<file path="src/rtl/ifu_ir_buf_pkg.sv">
// Shared IFU/EXU instruction-register definitions: default widths,
// attribute bundle, entry-width helper and RV32 length detection.
package ifu_ir_buf_pkg;

    localparam int PC_SIZE    = 32;
    localparam int INSTR_SIZE = 32;

    // Fetch attributes carried alongside each instruction
    localparam int ATTR_W = 4;

    // RV32 length-detect field positions (shared with exu_decode)
    localparam int RV32_OP_LSB = 0;
    localparam int RV32_OP_MSB = 1;
    localparam int RV32_EX_LSB = 2;
    localparam int RV32_EX_MSB = 4;

    typedef struct packed {
        logic prdt_taken;
        logic misalgn;
        logic buserr;
        logic muldiv_b2b;
    } ir_attr_t;

    // Packed entry width: instr + pc + attributes
    function automatic int entry_width(input int pc_w, input int ir_w);
        return ir_w + pc_w + ATTR_W;
    endfunction

    // 32-bit encoding: low two bits 11 and bits [4:2] not 111
    function automatic logic is_rv32(input logic [4:0] lo);
        return (lo[RV32_OP_MSB:RV32_OP_LSB] == 2'b11) &&
               (lo[RV32_EX_MSB:RV32_EX_LSB] != 3'b111);
    endfunction

endpackage

</file>
<file path="src/rtl/ifu_ir_fifo_mem.sv">
// Instruction-register FIFO storage: DEPTH x W flops, one write port,
// asynchronous read port, cleared on reset.
// Ports: clk, rst, i_we, i_waddr, i_wdata, i_raddr, o_rdata.
module ifu_ir_fifo_mem
    import ifu_ir_buf_pkg::*;
#(
    parameter int DEPTH = 2,
    parameter int W     = entry_width(PC_SIZE, INSTR_SIZE),
    parameter int AW    = $clog2(DEPTH)
) (
    input  logic          clk,
    input  logic          rst,
    input  logic          i_we,
    input  logic [AW-1:0] i_waddr,
    input  logic [W-1:0]  i_wdata,
    input  logic [AW-1:0] i_raddr,
    output logic [W-1:0]  o_rdata
);

    logic [W-1:0] r_mem [DEPTH];

    always_ff @(posedge clk or posedge rst) begin
        if (rst) begin
            for (int i = 0; i < DEPTH; i++) begin
                r_mem[i] <= '0;
            end
        end else if (i_we) begin
            r_mem[i_waddr] <= i_wdata;
        end
    end

    assign o_rdata = r_mem[i_raddr];

endmodule

</file>
<file path="src/rtl/ifu_ir_buf.sv">
// IFU -> EXU instruction register buffer: in-order FIFO of fetched
// instructions with PC and attributes, valid/ready on both sides.
// Ports: clk, rst; fetch side i_valid/i_ready/i_instr/i_pc/i_<attr>;
// flush_req; decode side o_valid/o_ready/o_instr/o_pc/o_<attr>/o_rv32;
// ir_empty.
module ifu_ir_buf
    import ifu_ir_buf_pkg::*;
#(
    parameter int PC_SIZE    = ifu_ir_buf_pkg::PC_SIZE,
    parameter int INSTR_SIZE = ifu_ir_buf_pkg::INSTR_SIZE,
    parameter int DEPTH      = 2
) (
    input  logic                  clk,
    input  logic                  rst,
    input  logic                  i_valid,
    output logic                  i_ready,
    input  logic [INSTR_SIZE-1:0] i_instr,
    input  logic [PC_SIZE-1:0]    i_pc,
    input  logic                  i_prdt_taken,
    input  logic                  i_misalgn,
    input  logic                  i_buserr,
    input  logic                  i_muldiv_b2b,
    input  logic                  flush_req,
    output logic                  o_valid,
    input  logic                  o_ready,
    output logic [INSTR_SIZE-1:0] o_instr,
    output logic [PC_SIZE-1:0]    o_pc,
    output logic                  o_prdt_taken,
    output logic                  o_misalgn,
    output logic                  o_buserr,
    output logic                  o_muldiv_b2b,
    output logic                  o_rv32,
    output logic                  ir_empty
);

    localparam int AW = $clog2(DEPTH);
    localparam int EW = entry_width(PC_SIZE, INSTR_SIZE);

    localparam logic [AW:0]   L_FULL = (AW+1)'(DEPTH);
    localparam logic [AW:0]   L_CNT1 = (AW+1)'(1);
    localparam logic [AW-1:0] L_PTR1 = AW'(1);

    logic [AW-1:0] r_wptr;
    logic [AW-1:0] r_rptr;
    logic [AW:0]   r_count;

    logic          w_push;
    logic          w_pop;
    logic          w_we;
    logic [EW-1:0] w_wdata;
    logic [EW-1:0] w_rdata;
    ir_attr_t      w_attr;

    // Ready depends on stored count only, so no o_ready -> i_ready path
    assign i_ready  = (r_count != L_FULL);
    assign o_valid  = (r_count != '0);
    assign ir_empty = (r_count == '0);

    assign w_push = i_valid & i_ready;
    assign w_pop  = o_valid & o_ready;
    // A push coincident with flush is dropped
    assign w_we   = w_push & ~flush_req;

    assign w_attr.prdt_taken = i_prdt_taken;
    assign w_attr.misalgn    = i_misalgn;
    assign w_attr.buserr     = i_buserr;
    assign w_attr.muldiv_b2b = i_muldiv_b2b;
    assign w_wdata = {i_instr, i_pc, w_attr};

    always_ff @(posedge clk or posedge rst) begin
        if (rst) begin
            r_wptr  <= '0;
            r_rptr  <= '0;
            r_count <= '0;
        end else if (flush_req) begin
            r_wptr  <= '0;
            r_rptr  <= '0;
            r_count <= '0;
        end else begin
            if (w_push) begin
                r_wptr <= r_wptr + L_PTR1;
            end
            if (w_pop) begin
                r_rptr <= r_rptr + L_PTR1;
            end
            unique case ({w_push, w_pop})
                2'b10:   r_count <= r_count + L_CNT1;
                2'b01:   r_count <= r_count - L_CNT1;
                default: r_count <= r_count;
            endcase
        end
    end

    ifu_ir_fifo_mem #(
        .DEPTH (DEPTH),
        .W     (EW),
        .AW    (AW)
    ) u_mem (
        .clk     (clk),
        .rst     (rst),
        .i_we    (w_we),
        .i_waddr (r_wptr),
        .i_wdata (w_wdata),
        .i_raddr (r_rptr),
        .o_rdata (w_rdata)
    );

    assign {o_instr, o_pc,
            o_prdt_taken, o_misalgn,
            o_buserr, o_muldiv_b2b} = w_rdata;

    assign o_rv32 = is_rv32(o_instr[4:0]);

endmodule
</file>
<file path="config.mk">
export PLATFORM = sky130hd
export DESIGN_NAME = ifu_ir_buf
export DESIGN_NICKNAME = d
export VERILOG_FILES = /design/src/rtl/ifu_ir_buf_pkg.sv /design/src/rtl/ifu_ir_fifo_mem.sv /design/src/rtl/ifu_ir_buf.sv
export SDC_FILE = /design/constraint.sdc
export NUM_CORES = 1
export LEC_CHECK = 0
export ABC_CLOCK_PERIOD_IN_PS = 4700
export CORE_ASPECT_RATIO = 0.6
export CORE_MARGIN = 5
export CORE_UTILIZATION = 30
export DETAILED_ROUTE_END_ITERATION = 10
export SLEW_MARGIN = 20
export SYNTH_ARGS = -nofsm -noshare
export SYNTH_HDL_FRONTEND = slang
export SYNTH_SLANG_ARGS = --single-unit
</file>
<file path="constraint.sdc">
create_clock -name clk -period 4.7 [get_ports clk]
set_clock_uncertainty 0.15 [all_clocks]
set_input_delay 0.94 -clock clk [delete_from_list [all_inputs] [get_ports clk]]
set_output_delay 0.94 -clock clk [all_outputs]
set_load 0.02 [all_outputs]
</file>
==> flow_summary.json <==
{
  "wl_per_cell_um": 17.4,
  "arrival_ns": 2.66,
  "synthFlopType": "dfrtp_1",
  "clock_sinks": 140,
  "die_h_um": 120,
  "critical_path_buf_inv_count": 2,
  "drtAntennaViolNets": 0,
  "synth_cell_types": 25,
  "setup_tns_ns": 0,
  "synth_area_leader_cell": "dfrtp_1",
  "period_minus_slack_ns": 3.75,
  "grt_start_max_net_pins": 141,
  "synth_compound_area_share_pct": 0.843,
  "power_density_mw_per_mm2": 486,
  "clkPwrFrac_pct": 31.6,
  "start_kind": "flip-flop",
  "vias": 3726,
  "routed_via_density": 4.52,
  "antenna_found_initial": 1,
  "fill_cells": 1808,
  "cts_tree": "built",
  "synthTopCellsByArea": "dfrtp_1, mux2_2, mux2_1",
  "worst_pin_slew_ns": 0.917,
  "syn_nets": 464,
  "synth_top_family_by_area": "multiplexers",
  "synthXorXnorAreaFrac_pct": 0.144,
  "track_usage_pct": 12.6,
  "slew_violations": 0,
  "drive_gt1_share_pct": 41.2,
  "drtIter0Drc": 106,
  "min-delay-start": "u_mem.r_mem[105]",
  "ys_warn_count": 0,
  "seqCellArea_mm2": 0.00350,
  "ir_drop_v": 0.000211,
  "numPortBuffers": 144,
  "drt-pass1-iter-count": 4,
  "final_core_util_pct": 42.0,
  "hpwlAfterDp_um": 9380,
  "synth_seq_cells": 140,
  "fin_nets": 612,
  "fp.coreArea_mm2": 0.0200,
  "hold_ws_ns": 0.332,
  "yosys.area_share.adder_pct": 0,
  "initial_core_util_pct": 30.5,
  "slew_headroom_pct": 38.9,
  "drcViolationCount": 0,
  "synth.most_common_cell": "mux2_2",
  "async_flop_share_pct": 100,
  "synth-edff-count": 0,
  "post-cts-setup-buffers": 0,
  "path_clk_slew_ns": 0.06,
  "grt_pass1_vias": 4220,
  "hp-class": "reg2reg",
  "dieArea_mm2": 0.0233,
  "crit_fanout": 32,
  "r2r_cells": 4,
  "worst-setup-path-type": "reg2out",
  "syn-instance-count": 391,
  "hold_depth": 1,
  "fin_crit_sh_pct": 79.8,
  "pwr-share-comb_pct": 28.1,
  "hold_buffers": 0,
  "outcome": "finished clean",
  "reg2reg_from": "r_count[1]",
  "end_kind": "output pin",
  "ff2ff_setup_slack_ns": 2.43,
  "h-tree-depth": 4,
  "muxShareOfSynthArea_pct": 37.9,
  "hold_viol_final": 0,
  "cts_buffer_depth": 2,
  "max_cap_viol_count": 0,
  "overflow": 0,
  "hold_end": "u_mem.r_mem[105]",
  "p_int_mw": 2.95,
  "yosys-top-cells-count": "mux2_2, dfrtp_1, mux2_1",
  "max_stage_delay_ns": 0.74,
  "sequentialPowerShare_pct": 40.3,
  "r2r_end": "u_mem.r_mem[86]",
  "slowest_stage": "dfrtp_2",
  "grt_pass1_wl_um": 23300,
  "place_congestion": 0.711,
  "fmax_ghz": 0.266,
  "syn_area_mm2": 0.00608,
  "routed_wl_um": 14300,
  "synthSimpleGateAreaFrac_pct": 1.17,
  "cts_resized": 0,
  "power.switching_mw": 1.12,
  "p_leak_nw": 3.42,
  "fp-row-count": 40,
  "crit_chain": "buf_4, mux2_2, clkdlybuf4s50_1",
  "numCtsBuffers": 17,
  "clk_latency_ns": 0.40,
  "avgSynthCellArea_um2": 15.6,
  "rsz0062_at_grt": "no",
  "synth_top_area_share_pct": 57.6,
  "ios": 145,
  "num_antenna_cells": 0,
  "switching_share_pct": 27.6,
  "path_delay_family": "buffers and inverters",
  "setup_violations": 0,
  "die_x_um": 194,
  "critPathRequiredTime_ns": 3.61,
  "clockRootBuffer": "clkbuf_16",
  "yosysSeqAreaShare_pct": 57.6,
  "multi_input_area_mm2": 0.00245,
  "area_delta_synth_final_pct": 37.9
}
==> layout make-up <==
type,instances,area share (%)
flip-flops and latches,140,41.8
inverters,4,0.224
clock buffers,20,5.33
well taps,273,4.07
multi-input cells,225,29.2
clock inverters,11,1.45
repair buffers,151,18.0
==> routing by layer <==
metal | part of all wire, % | track usage [%]
met1 | 51 | 17.5
met2 | 43 | 18.7
met3 | 5.4 | 4.37
met4 | 0.80 | 3.42
met5 | 0.091 | 0
==> through the flow <==
| stage | cell area, um2 | power (mW) | setup slack, ns | cells |
|---|---|---|---|---|
| after CTS | 8390 | 4.15 | 0.881 | 824 |
| after global placement | 7820 | 2.78 | 1.33 | 793 |
| final | 8390 | 4.07 | 0.947 | 824 |
| after floorplan | 6090 | 2.33 | 1.86 | 391 |
| after detailed placement | 7820 | 2.82 | 1.32 | 793 |
| after global routing | 8390 | 4.29 | 0.814 | 824 |
==> worst max path at each step <==
stage	from	end	slack, ns	cells past startpoint
3_3_place_gp	i_valid	u_mem.r_mem[125]	1.33	5
2_1_floorplan	rst	r_count[0]	1.86	1
5_1_grt	r_rptr	o_pc[14]	0.81	3
3_5_place_dp	i_valid	u_mem.r_mem[114]	1.32	5
6_report	r_rptr	o_pc[10]	0.95	3
4_1_cts	r_rptr	o_pc[10]	0.88	3
==> worst reg2reg max path: cells and delay by family (launching register included) <==
kind | cells | cell delay [ns]
mux | 1 | 0.46
buf+inv | 1 | 0.75
simple gates | 2 | 0.36
flops | 1 | 0.44
==> kinds of logic after synthesis <==
logic type | count (synthesis)
buffers and inverters | 26
xor gates and xnor gates | 1
and+or+nand+nor | 10
muxes | 205
DFF | 140
AOI/OAI and AO/OA | 9
==> layout by cell type, fill, tap and decap left out, types with 2 or more instances in the layout <==
cell type | netlist | layout
a21oi_1 | 4 | 4
buf_4 | 4 | 6
bufinv_16 | 0 | 2
clkbuf_1 | 5 | 2
clkbuf_16 | 0 | 17
clkdlybuf4s50_1 | 0 | 144
clkinv_2 | 0 | 4
clkinv_4 | 0 | 3
clkinvlp_4 | 0 | 3
dfrtp_1 | 140 | 139
inv_1 | 3 | 2
mux2_1 | 20 | 20
mux2_2 | 184 | 184
o21ai_0 | 2 | 2
or2_2 | 2 | 2
==> registers in the layout (all words and copies together), names as in the netlist <==
name and cells:
r_rptr 1, u_mem.r_mem 136, r_count 2, r_wptr 1
==> power by group through the flow <==
stage | sequential, mW | clock, mW | combinational (mW)
2_1_floorplan | 1.61 | 0 | 0.717
3_3_place_gp | 1.64 | 0 | 1.14
3_5_place_dp | 1.66 | 0 | 1.16
4_1_cts | 1.64 | 1.34 | 1.17
5_1_grt | 1.67 | 1.39 | 1.23
6_report | 1.64 | 1.29 | 1.15
Power figures use the tool's default switching activity.
